File: src/rtl/lcd_bus_writer.sv
// HD44780-style LCD bus writer: one byte per valid/ready handshake, driven onto E/RS/RW/D
// with setup, enable pulse, hold, inter-nibble gap and post-command wait timing.
module lcd_bus_writer #(
    parameter int unsigned BUS_W     = 4,
    parameter int unsigned SETUP_CYC = 2,
    parameter int unsigned PULSE_CYC = 12,
    parameter int unsigned HOLD_CYC  = 1,
    parameter int unsigned GAP_CYC   = 50,
    parameter int unsigned WAIT_CYC  = 2000,
    parameter int unsigned LWAIT_CYC = 82000,
    parameter int unsigned CNT_W     = 17
) (
    input  logic             clk,
    input  logic             reset,
    input  logic             cmd_valid,
    output logic             cmd_ready,
    input  logic             cmd_rs,
    input  logic [7:0]       cmd_data,
    input  logic             cmd_nib_only,
    input  logic             cmd_long,
    output logic             done,
    output logic             lcd_e,
    output logic             lcd_rs,
    output logic             lcd_rw,
    output logic [BUS_W-1:0] lcd_d
);

    typedef enum logic [2:0] {IDLE, SETUP, PULSE, HOLD, GAP, WAIT} state_t;

    state_t           state, state_n;
    logic [CNT_W-1:0] cnt, cnt_n, lim;
    logic             last;
    logic             rs_q, nib_q, long_q, low_q;
    logic             rs_n, nib_n, long_n, low_n;
    logic [7:0]       data_q, data_n;
    logic             e_n, lrs_n, ready_n, done_n;
    logic [BUS_W-1:0] d_n;

    // Terminal count for a timed state; a programmed length of 0 behaves as 1.
    function automatic logic [CNT_W-1:0] lim_of(input int unsigned c);
        return (c == 0) ? '0 : CNT_W'(c - 1);
    endfunction

    function automatic logic [BUS_W-1:0] field(input logic [7:0] b, input logic low);
        logic [3:0] nib;
        nib = low ? b[3:0] : b[7:4];
        if (BUS_W == 8) return BUS_W'(b);
        else            return BUS_W'(nib);
    endfunction

    always_comb begin
        lim = '0;
        case (state)
            SETUP:   lim = lim_of(SETUP_CYC);
            PULSE:   lim = lim_of(PULSE_CYC);
            HOLD:    lim = lim_of(HOLD_CYC);
            GAP:     lim = lim_of(GAP_CYC);
            WAIT:    lim = long_q ? lim_of(LWAIT_CYC) : lim_of(WAIT_CYC);
            default: lim = '0;
        endcase
        last = (cnt == lim);
    end

    always_comb begin
        state_n = state;
        cnt_n   = cnt + 1'b1;
        rs_n    = rs_q;
        nib_n   = nib_q;
        long_n  = long_q;
        low_n   = low_q;
        data_n  = data_q;
        e_n     = 1'b0;
        lrs_n   = 1'b0;
        d_n     = lcd_d;
        ready_n = 1'b0;
        done_n  = 1'b0;

        case (state)
            IDLE: begin
                if (cmd_valid && cmd_ready) begin
                    state_n = SETUP;
                    rs_n    = cmd_rs;
                    data_n  = cmd_data;
                    nib_n   = cmd_nib_only;
                    long_n  = cmd_long;
                    low_n   = 1'b0;
                end
            end
            SETUP: if (last) state_n = PULSE;
            PULSE: if (last) state_n = HOLD;
            HOLD: begin
                if (last) begin
                    if (BUS_W == 4 && !low_q && !nib_q) state_n = GAP;
                    else                                 state_n = WAIT;
                end
            end
            GAP: begin
                if (last) begin
                    low_n   = 1'b1;
                    state_n = SETUP;
                end
            end
            WAIT: begin
                if (last) begin
                    state_n = IDLE;
                    done_n  = 1'b1;
                end
            end
            default: state_n = IDLE;
        endcase

        if (state_n != state || state_n == IDLE) cnt_n = '0;

        // Pin values are decoded from the next state so they register alongside it.
        case (state_n)
            IDLE: begin
                ready_n = 1'b1;
                d_n     = '0;
            end
            SETUP, PULSE, HOLD: begin
                e_n   = (state_n == PULSE);
                lrs_n = rs_n;
                d_n   = field(data_n, low_n);
            end
            default: ;
        endcase
    end

    always_ff @(posedge clk or posedge reset) begin
        if (reset) begin
            state     <= IDLE;
            cnt       <= '0;
            rs_q      <= 1'b0;
            nib_q     <= 1'b0;
            long_q    <= 1'b0;
            low_q     <= 1'b0;
            data_q    <= '0;
            cmd_ready <= 1'b1;
            done      <= 1'b0;
            lcd_e     <= 1'b0;
            lcd_rs    <= 1'b0;
            lcd_d     <= '0;
        end else begin
            state     <= state_n;
            cnt       <= cnt_n;
            rs_q      <= rs_n;
            nib_q     <= nib_n;
            long_q    <= long_n;
            low_q     <= low_n;
            data_q    <= data_n;
            cmd_ready <= ready_n;
            done      <= done_n;
            lcd_e     <= e_n;
            lcd_rs    <= lrs_n;
            lcd_d     <= d_n;
        end
    end

    assign lcd_rw = 1'b0;

endmodule

File: config.mk
export PLATFORM = sky130hd
export DESIGN_NAME = lcd_bus_writer
export DESIGN_NICKNAME = d
export VERILOG_FILES = /design/src/rtl/lcd_bus_writer.sv
export SDC_FILE = /design/constraint.sdc
export NUM_CORES = 1
export LEC_CHECK = 0
export CAP_MARGIN = 20
export CORE_MARGIN = 10
export CORE_UTILIZATION = 50
export DETAILED_ROUTE_END_ITERATION = 6
export GPL_ROUTABILITY_DRIVEN = 0
export HOLD_SLACK_MARGIN = 0.02
export PLACE_DENSITY = 0.8
export SLEW_MARGIN = 30
export SYNTH_ARGS = -nofsm -noshare
export SYNTH_HDL_FRONTEND = slang
export SYNTH_SLANG_ARGS = --single-unit
File: constraint.sdc
create_clock -name clk -period 3.4 [get_ports clk]
set_input_delay 0.68 -clock clk [delete_from_list [all_inputs] [get_ports clk]]
set_output_delay 0.68 -clock clk [all_outputs]
set_load 0.03 [all_outputs]
==> summary.txt, run 1 <==
Worst hold path
  – Worst min path class: register to register
  – Hold_sp: rs_q
  – Worst Hold Endpoint: rs_q
  – Hold depth: 2

Logic synthesis
  – Synth Register Bits: 40
  – Yosys warns: 0
  – Mean Syn Cell Area: 9.51 um2
  – FFs w/ async S/R, synth: 100%
  – Synth Cell Area: 0.00209 mm2
  – Synth top area share: between 40% and 50%
  – Synth cell types: between 50 and 60
  – Sequential share of the synthesized area: between 40 and 50%
  – Cell accounting for the most synthesized area: dfrtp_1
  – Synth area leaders: dfrtp_1 47%, nand2_1 8.8%, nor2_1 4.7%, xnor2_1 3.8%, mux2_4 2.9%
  – Post-synth EDFFs: 0
  – Mapped Cells: 220
  – Dominant synthesized flop cell: dfrtp_1
  – Synth Net Count: between 200 and 250

Clock tree
  – Resize count post-CTS: 0
  – CTS max path bufs: 2
  – H-tree depth: 2
  – Clk Latency, worst-skew pair: approximately 300 ps
  – CTS root buf: clkbuf_8
  – CTS tree: done
  – Setup repair bufs after CTS: 0
  – Clock tree sinks: 40
  – Total CTS buffers: 5
  – Clock transition at the registers of the reported paths: 80 ps
  – Hold-fix buffers at CTS: 0

Pwr
  – Gate power share: 2.8%
  – Total power after layout: 0.919 mW
  – Sw Share: 20.6%
  – LEAKAGE: ~1.1 nW
  – VDD IR max: 262 uV
  – Clock Power Share: a little under half
  – Int Pwr: 0.729 mW
  – Flop pwr share: 51.7%
  – Sw Pwr: 0.189 mW
  – Cell Pwr Density: ~370 mW/mm2

Floorplanning
  – Ports: 23
  – Core footprint: 0.00403 mm2
  – Die area: between 0.007 and 0.008 mm2
  – Initial Util: approximately 52%
  – Chip width: roughly 85 um
  – Die Height: 84.7 um
  – Row cnt: 23

Placement
  – IO buf count: 21
  – Dpl ws: 925 ps
  – Hpwl dp: 2830 um

STA
  – Setup ws final: 927 ps
  – Final Hold Fails: 0
  – Clock skew: 10.0 ps
  – RSZ-0062 raised after global routing: false
  – Setup tns final: 0 ps
  – Slew Viols, Final: 0
  – Least-Margin Pin Slew: approximately 550 ps
  – Max Clk Rate: 404 MHz
  – Min Clock Period, post-route: 2470 ps
  – Final setup violation count: 0
  – Relative slew slack: 63.3%
  – Final period utilization: 72.7%

Routing
  – # DRC: 0
  – Routed len/inst: 13.5 um
  – Drt pass-1 iters: 4
  – DR vias: ~1600
  – Antenna Nets Post-Route: 0
  – Iter 0 DRT Violations: 73
  – Post-Route WL: 3960 um
  – Vias per inst: 5.39

GRT
  – Number of global-route vias before repair: 1565
  – Total grt overflow: 0
  – Largest net degree at the start of global routing: around 40
  – Initial antenna violation count: 0
  – Total GRT Usage: 11.5%
  – First-pass GRT wire length: 6960 um

Worst setup path
  – Setup crit start kind: register
  – Worst path required time: 3590 ps
  – FF-to-FF path depth: 7
  – Crit-path slowest cell: dfrtp_1
  – Crit Path Class: register to register
  – RR Startpoint: state[2]
  – CP Cell Sequence: nand3b_1, o32ai_1, o31a_1, o2111a_1, a31o_4, mux2_4, a22o_1
  – CP arrival: 2660 ps
  – R2R Path End: lcd_d[3]
  – CP max stage delay: 700 ps
  – Element type at the critical path end: register
  – R2R setup slack: 930 ps
  – CP max FO: 16

Finish
  – Most common cell after layout, fill and taps aside: nand2_1
  – Nets@finish: roughly 260
  – Fillers: 363
  – Layout cells sized above 1: between 10% and 20%
  – Area delta synth->final: 17.4%
  – Most frequent cells in the layout: 49 x nand2_1, 39 x dfrtp_1, 26 x nor2_1
  – Diodes inserted: 0
  – Core Util, Final: a little over 60%

Run status
  – Status: completed

Flow run
  – Max Cap Violations: 0
critical path: cells and delay by family (launching register included):
kind	cells	cell delay, ps
AOI/OAI and AO/OA	5	1100
DFF	1	700
muxes	1	300
and+or+nand+nor	1	260
through the flow:
step           cell area [um2]  hold slack, ps  cells
3_5_place_dp              2330             451    285
6_report                  2460             470    293
2_1_floorplan             2090             433    220
3_3_place_gp              2330             460    285
4_1_cts                   2460             478    293
5_1_grt                   2460             507    293
kinds of logic after synthesis:
family | count (synthesis) | share of synthesized area (%)
other cells | 1 | 0.179
fa+ha+maj | 1 | 0.598
simple gates | 113 | 25.4
compound gates | 33 | 13.3
buf+inv | 12 | 2.87
flops | 40 | 47.9
mux | 5 | 3.41
xor+xnor | 15 | 6.28
how the worst max path moves through the flow:
stage,start,endpoint
finish,state[2],lcd_d[3]
CTS,state[2],lcd_d[3]
floorplan,cnt[4],lcd_d[0]
global placement,state[2],lcd_rs
global route,state[2],lcd_d[3]
detailed placement,state[1],lcd_d[3]
final cells by class:
type                       count  area [um2]  area share, %
clock buffer                   6        82.6           3.36
clock inverter                 2        38.8           1.58
inverter                       4        15.0          0.611
multi-input combinational    168        1030           41.9
sequential                    40        1000           40.8
tap                           50        62.6           2.55
timing repair buffer          23         225           9.17
per-layer routing:
| layer | global-route usage, % | vias up | routed length [um] |
|---|---|---|---|
| met2 | 18.3 | 37 | 1810 |
| li1 | - | 794 | - |
| met1 | 13.4 | 741 | 1820 |
| met4 | 5.54 | 0 | 72 |
| met5 | 0 | - | 0 |
| met3 | 4.15 | 7 | 250 |
registers in the layout, summed over array words and instances (netlist names):
name	cells
rs_q	1
lcd_d	4
lcd_e	1
lcd_rs	1
data_q	8
done	1
cnt	17
state	3
long_q	1
cmd_ready	1
nib_q	1
low_q	1
synthesized netlist by cell type (all sizes together) (2+ instances only):
cell type	instances
o21ai	7
o2111ai	2
a22o	5
and3	4
and2	2
buf	5
nand3	6
nand2b	7
xnor2	9
inv	4
nor2	26
xor2	6
mux2	5
o21a	2
nor4	2
dfrtp	39
a21oi	5
clkbuf	3
nor3	3
nand4	3
or2	4
nand2	50
power by group through the flow:
stage	Combinational, mW	Sequential (mW)	Clock [mW]
after global placement	0.0267	0.485	0
after floorplan	0.00946	0.485	0
after detailed placement	0.0270	0.485	0
final	0.0260	0.475	0.417
after global routing	0.0290	0.475	0.447
after CTS	0.0270	0.475	0.428
(Power assumes the default switching activity.)
==> run 2: changes to the inputs <==
--- a/config.mk
+++ b/config.mk
@@ -11,7 +11,7 @@
 export DETAILED_ROUTE_END_ITERATION = 6
 export GPL_ROUTABILITY_DRIVEN = 0
 export HOLD_SLACK_MARGIN = 0.02
-export PLACE_DENSITY = 0.8
+export PLACE_DENSITY = 0.83
 export SLEW_MARGIN = 30
 export SYNTH_ARGS = -nofsm -noshare
 export SYNTH_HDL_FRONTEND = slang
==> constraint.sdc (replaced) <==
create_clock -name clk -period 2.23 [get_ports clk]
set_input_delay 0.446 -clock clk [delete_from_list [all_inputs] [get_ports clk]]
set_output_delay 0.446 -clock clk [all_outputs]
set_load 0.03 [all_outputs]
==> summary.txt, run 2 (synthesis gave the netlist of run 1 again) <==
Routing
  – Routed len/inst: 14.6 um (was 13.5 um)
  – Antenna Nets Post-Route: 0 (unchanged)
  – # DRC: 0 (unchanged)
  – Iter 0 DRT Violations: 101 (was 73)
  – Post-Route WL: 4520 um (was 3960 um)
  – Drt pass-1 iters: 5 (was 4)
  – DR vias: 1688 (was 1579)
  – Vias per inst: 5.45 (was 5.39)

STA
  – RSZ-0062 raised after global routing: true (was false)
  – Final setup violation count: 4 (was 0)
  – Min Clock Period, post-route: 2270 ps (was 2470 ps)
  – Max Clk Rate: 440 MHz (was 404 MHz)
  – Setup ws final: -41.5 ps (was 927 ps)
  – Slew Viols, Final: 0 (unchanged)
  – Final period utilization: 102% (was 72.7%)
  – Setup tns final: -136 ps (was 0 ps)
  – Clock skew: 4.71 ps (was 10.0 ps)
  – Final Hold Fails: 0 (unchanged)
  – Worst hold slack: 480 ps (was 470 ps)

Floorplanning
  – Row cnt: 23 (unchanged)
  – Initial Util: 51.9% (unchanged)
  – Die Height: 84.7 um (unchanged)
  – Core footprint: 0.00403 mm2 (unchanged)
  – Ports: 23 (unchanged)
  – Die area: 0.00717 mm2 (unchanged)
  – Chip width: 84.7 um (unchanged)

Finish
  – Layout cells sized above 1: 20.8% (was 11.1%)
  – Final Cell Area: 0.00263 mm2 (was 0.00246 mm2)
  – Area delta synth->final: 25.9% (was 17.4%)
  – Largest Register: cnt (unchanged)
  – Most common cell after layout, fill and taps aside: nand2_1 (unchanged)
  – Biggest regs: cnt x17, data_q x8, lcd_d x4 (unchanged)
  – Nets@finish: 274 (was 257)
  – Most frequent cells in the layout: 49 x nand2_1, 36 x dfrtp_1, 26 x nor2_1 (was 49 x nand2_1, 39 x dfrtp_1, 26 x nor2_1)
  – Finished Layout Cells: 310 (was 293)
  – Largest register FFs: 17 (unchanged)
  – Diodes inserted: 0 (unchanged)

Worst setup path
  – Setup crit start kind: register (unchanged)
  – CP max stage delay: 450 ps (was 700 ps)
  – Worst path required time: 2420 ps (was 3590 ps)
  – CP Cell Sequence: buf_4, or2_1, a21oi_1, a31oi_2, o2111a_2, a31o_4, mux2_4, a22o_1 (was nand3b_1, o32ai_1, o31a_1, o2111a_1, a31o_4, mux2_4, a22o_1)
  – CP max FO: 10 (was 16)
  – Element type at the critical path end: register (unchanged)
  – Crit Path Class: register to register (unchanged)
  – CP arrival: 2460 ps (was 2660 ps)
  – Crit-path slowest cell: dfrtp_2 (was dfrtp_1)

Clock tree
  – CTS max path bufs: 2 (unchanged)
  – Clk Latency, worst-skew pair: 300 ps (about the same)
  – CTS root buf: clkbuf_8 (unchanged)
  – H-tree depth: 2 (unchanged)
  – Total CTS buffers: 5 (unchanged)
  – Clock transition at the registers of the reported paths: 80 ps (about the same)
  – Clock tree sinks: 40 (unchanged)
  – CTS tree: done (unchanged)

Placement
  – Dpl ws: 13.5 ps (was 925 ps)
  – Area post-placement: 0.00244 mm2 (was 0.00233 mm2)
  – Hpwl dp: 3160 um (was 2830 um)
  – IO buf count: 21 (unchanged)
  – Inst Count DP: 298 (was 285)

Flow run
  – Max Cap Violations: 0 (unchanged)

GRT
  – First-pass GRT wire length: 7360 um (was 6960 um)
  – Number of global-route vias before repair: 1661 (was 1565)
  – Total GRT Usage: 12.2% (was 11.5%)
  – Total grt overflow: 0 (unchanged)
  – Initial antenna violation count: 0 (unchanged)
  – Largest net degree at the start of global routing: 41 (unchanged)

Pwr
  – LEAKAGE: 1.16 nW (was 1.07 nW)
  – Cell Pwr Density: 522 mW/mm2 (was 374 mW/mm2)
  – VDD IR max: 422 uV (was 262 uV)

Run status
  – Status: finished, violations left (was completed)
  – Failing checks: setup timing

Worst hold path
  – Worst min path class: register to register (unchanged)
==> run 2: cell count changes in the layout (fill, tap and decap cells not counted), sizes merged <==
| cell | change |
|---|---|
| buf | +17 |
| clkbuf | -1 |
| clkinv | -1 |
| clkinvlp | +1 |
| inv | +1 |
==> run 2: through the flow <==
step | utilization, % | power [mW]
2_1_floorplan | - | 0.754
3_3_place_gp | 60.7 | 0.779
3_5_place_dp | 60.7 | 0.780
4_1_cts | 63.6 | 1.39
5_1_grt | 65.4 | 1.42
6_report | 65.4 | 1.37
==> run 2: layout make-up <==
cell class                      count  area, um2
Fill cell                         346       1400
Multi-Input combinational cell    168       1070
Sequential cell                    40       1010
Timing Repair Buffer               40        369
Clock buffer                        5       68.8
Tap cell                           50       62.6
Clock inverter                      3       46.3
Inverter                            4       15.0
==> run 2: repair_timing <==
action / in CTS / in global routing
resized for setup: 1 / 11
hold endpoints to repair: 0 / 0
pin swaps: 0 / 5
setup endpoints to repair: 2 / 5
hold buffers: 0 / 0
setup buffers: 0 / 4
==> run 2: path summary, 6_finish.rpt <==
kind                            startpoint       end  slack (ps)  depth (start not counted)
worst min register to register        rs_q      rs_q         480                          2
min in group asynchronous            reset   cnt[13]         560                          3
worst min-delay path                  rs_q      rs_q         480                          2
worst max register to register    state[0]  lcd_d[1]         -40                          8
max in group asynchronous            reset    cnt[3]        1310                          3
worst max-delay path              state[0]  lcd_d[1]         -40                          8
==> run 2: layer usage <==
layer | up-vias | part of all wire, % | global-route usage, % | routed length, um
met4 | 0 | 1.1 | 3.14 | 51
met2 | 43 | 48 | 20.3 | 2190
met1 | 811 | 45 | 14.8 | 2040
met3 | 9 | 5.3 | 3.96 | 240
met5 | - | 0 | 0 | 0
li1 | 825 | - | - | -
==> run 2: power by group <==
group / switching (mW) / leakage (nW) / internal, mW
combinational: 0.0184 / 0.570 / 0.0211
sequential: 0 / 0.535 / 0.725
clock: 0.273 / 0.0548 / 0.337
total: 0.291 / 1.16 / 1.08
==> run 2: worst max-delay path: cells and delay by family (launching register included) <==
kind | cells | cell delay, ps
AO/OA/AOI/OAI | 5 | 980
flip-flops | 1 | 450
buffers and inverters | 1 | 180
multiplexers | 1 | 300
AND/OR/NAND/NOR | 1 | 260
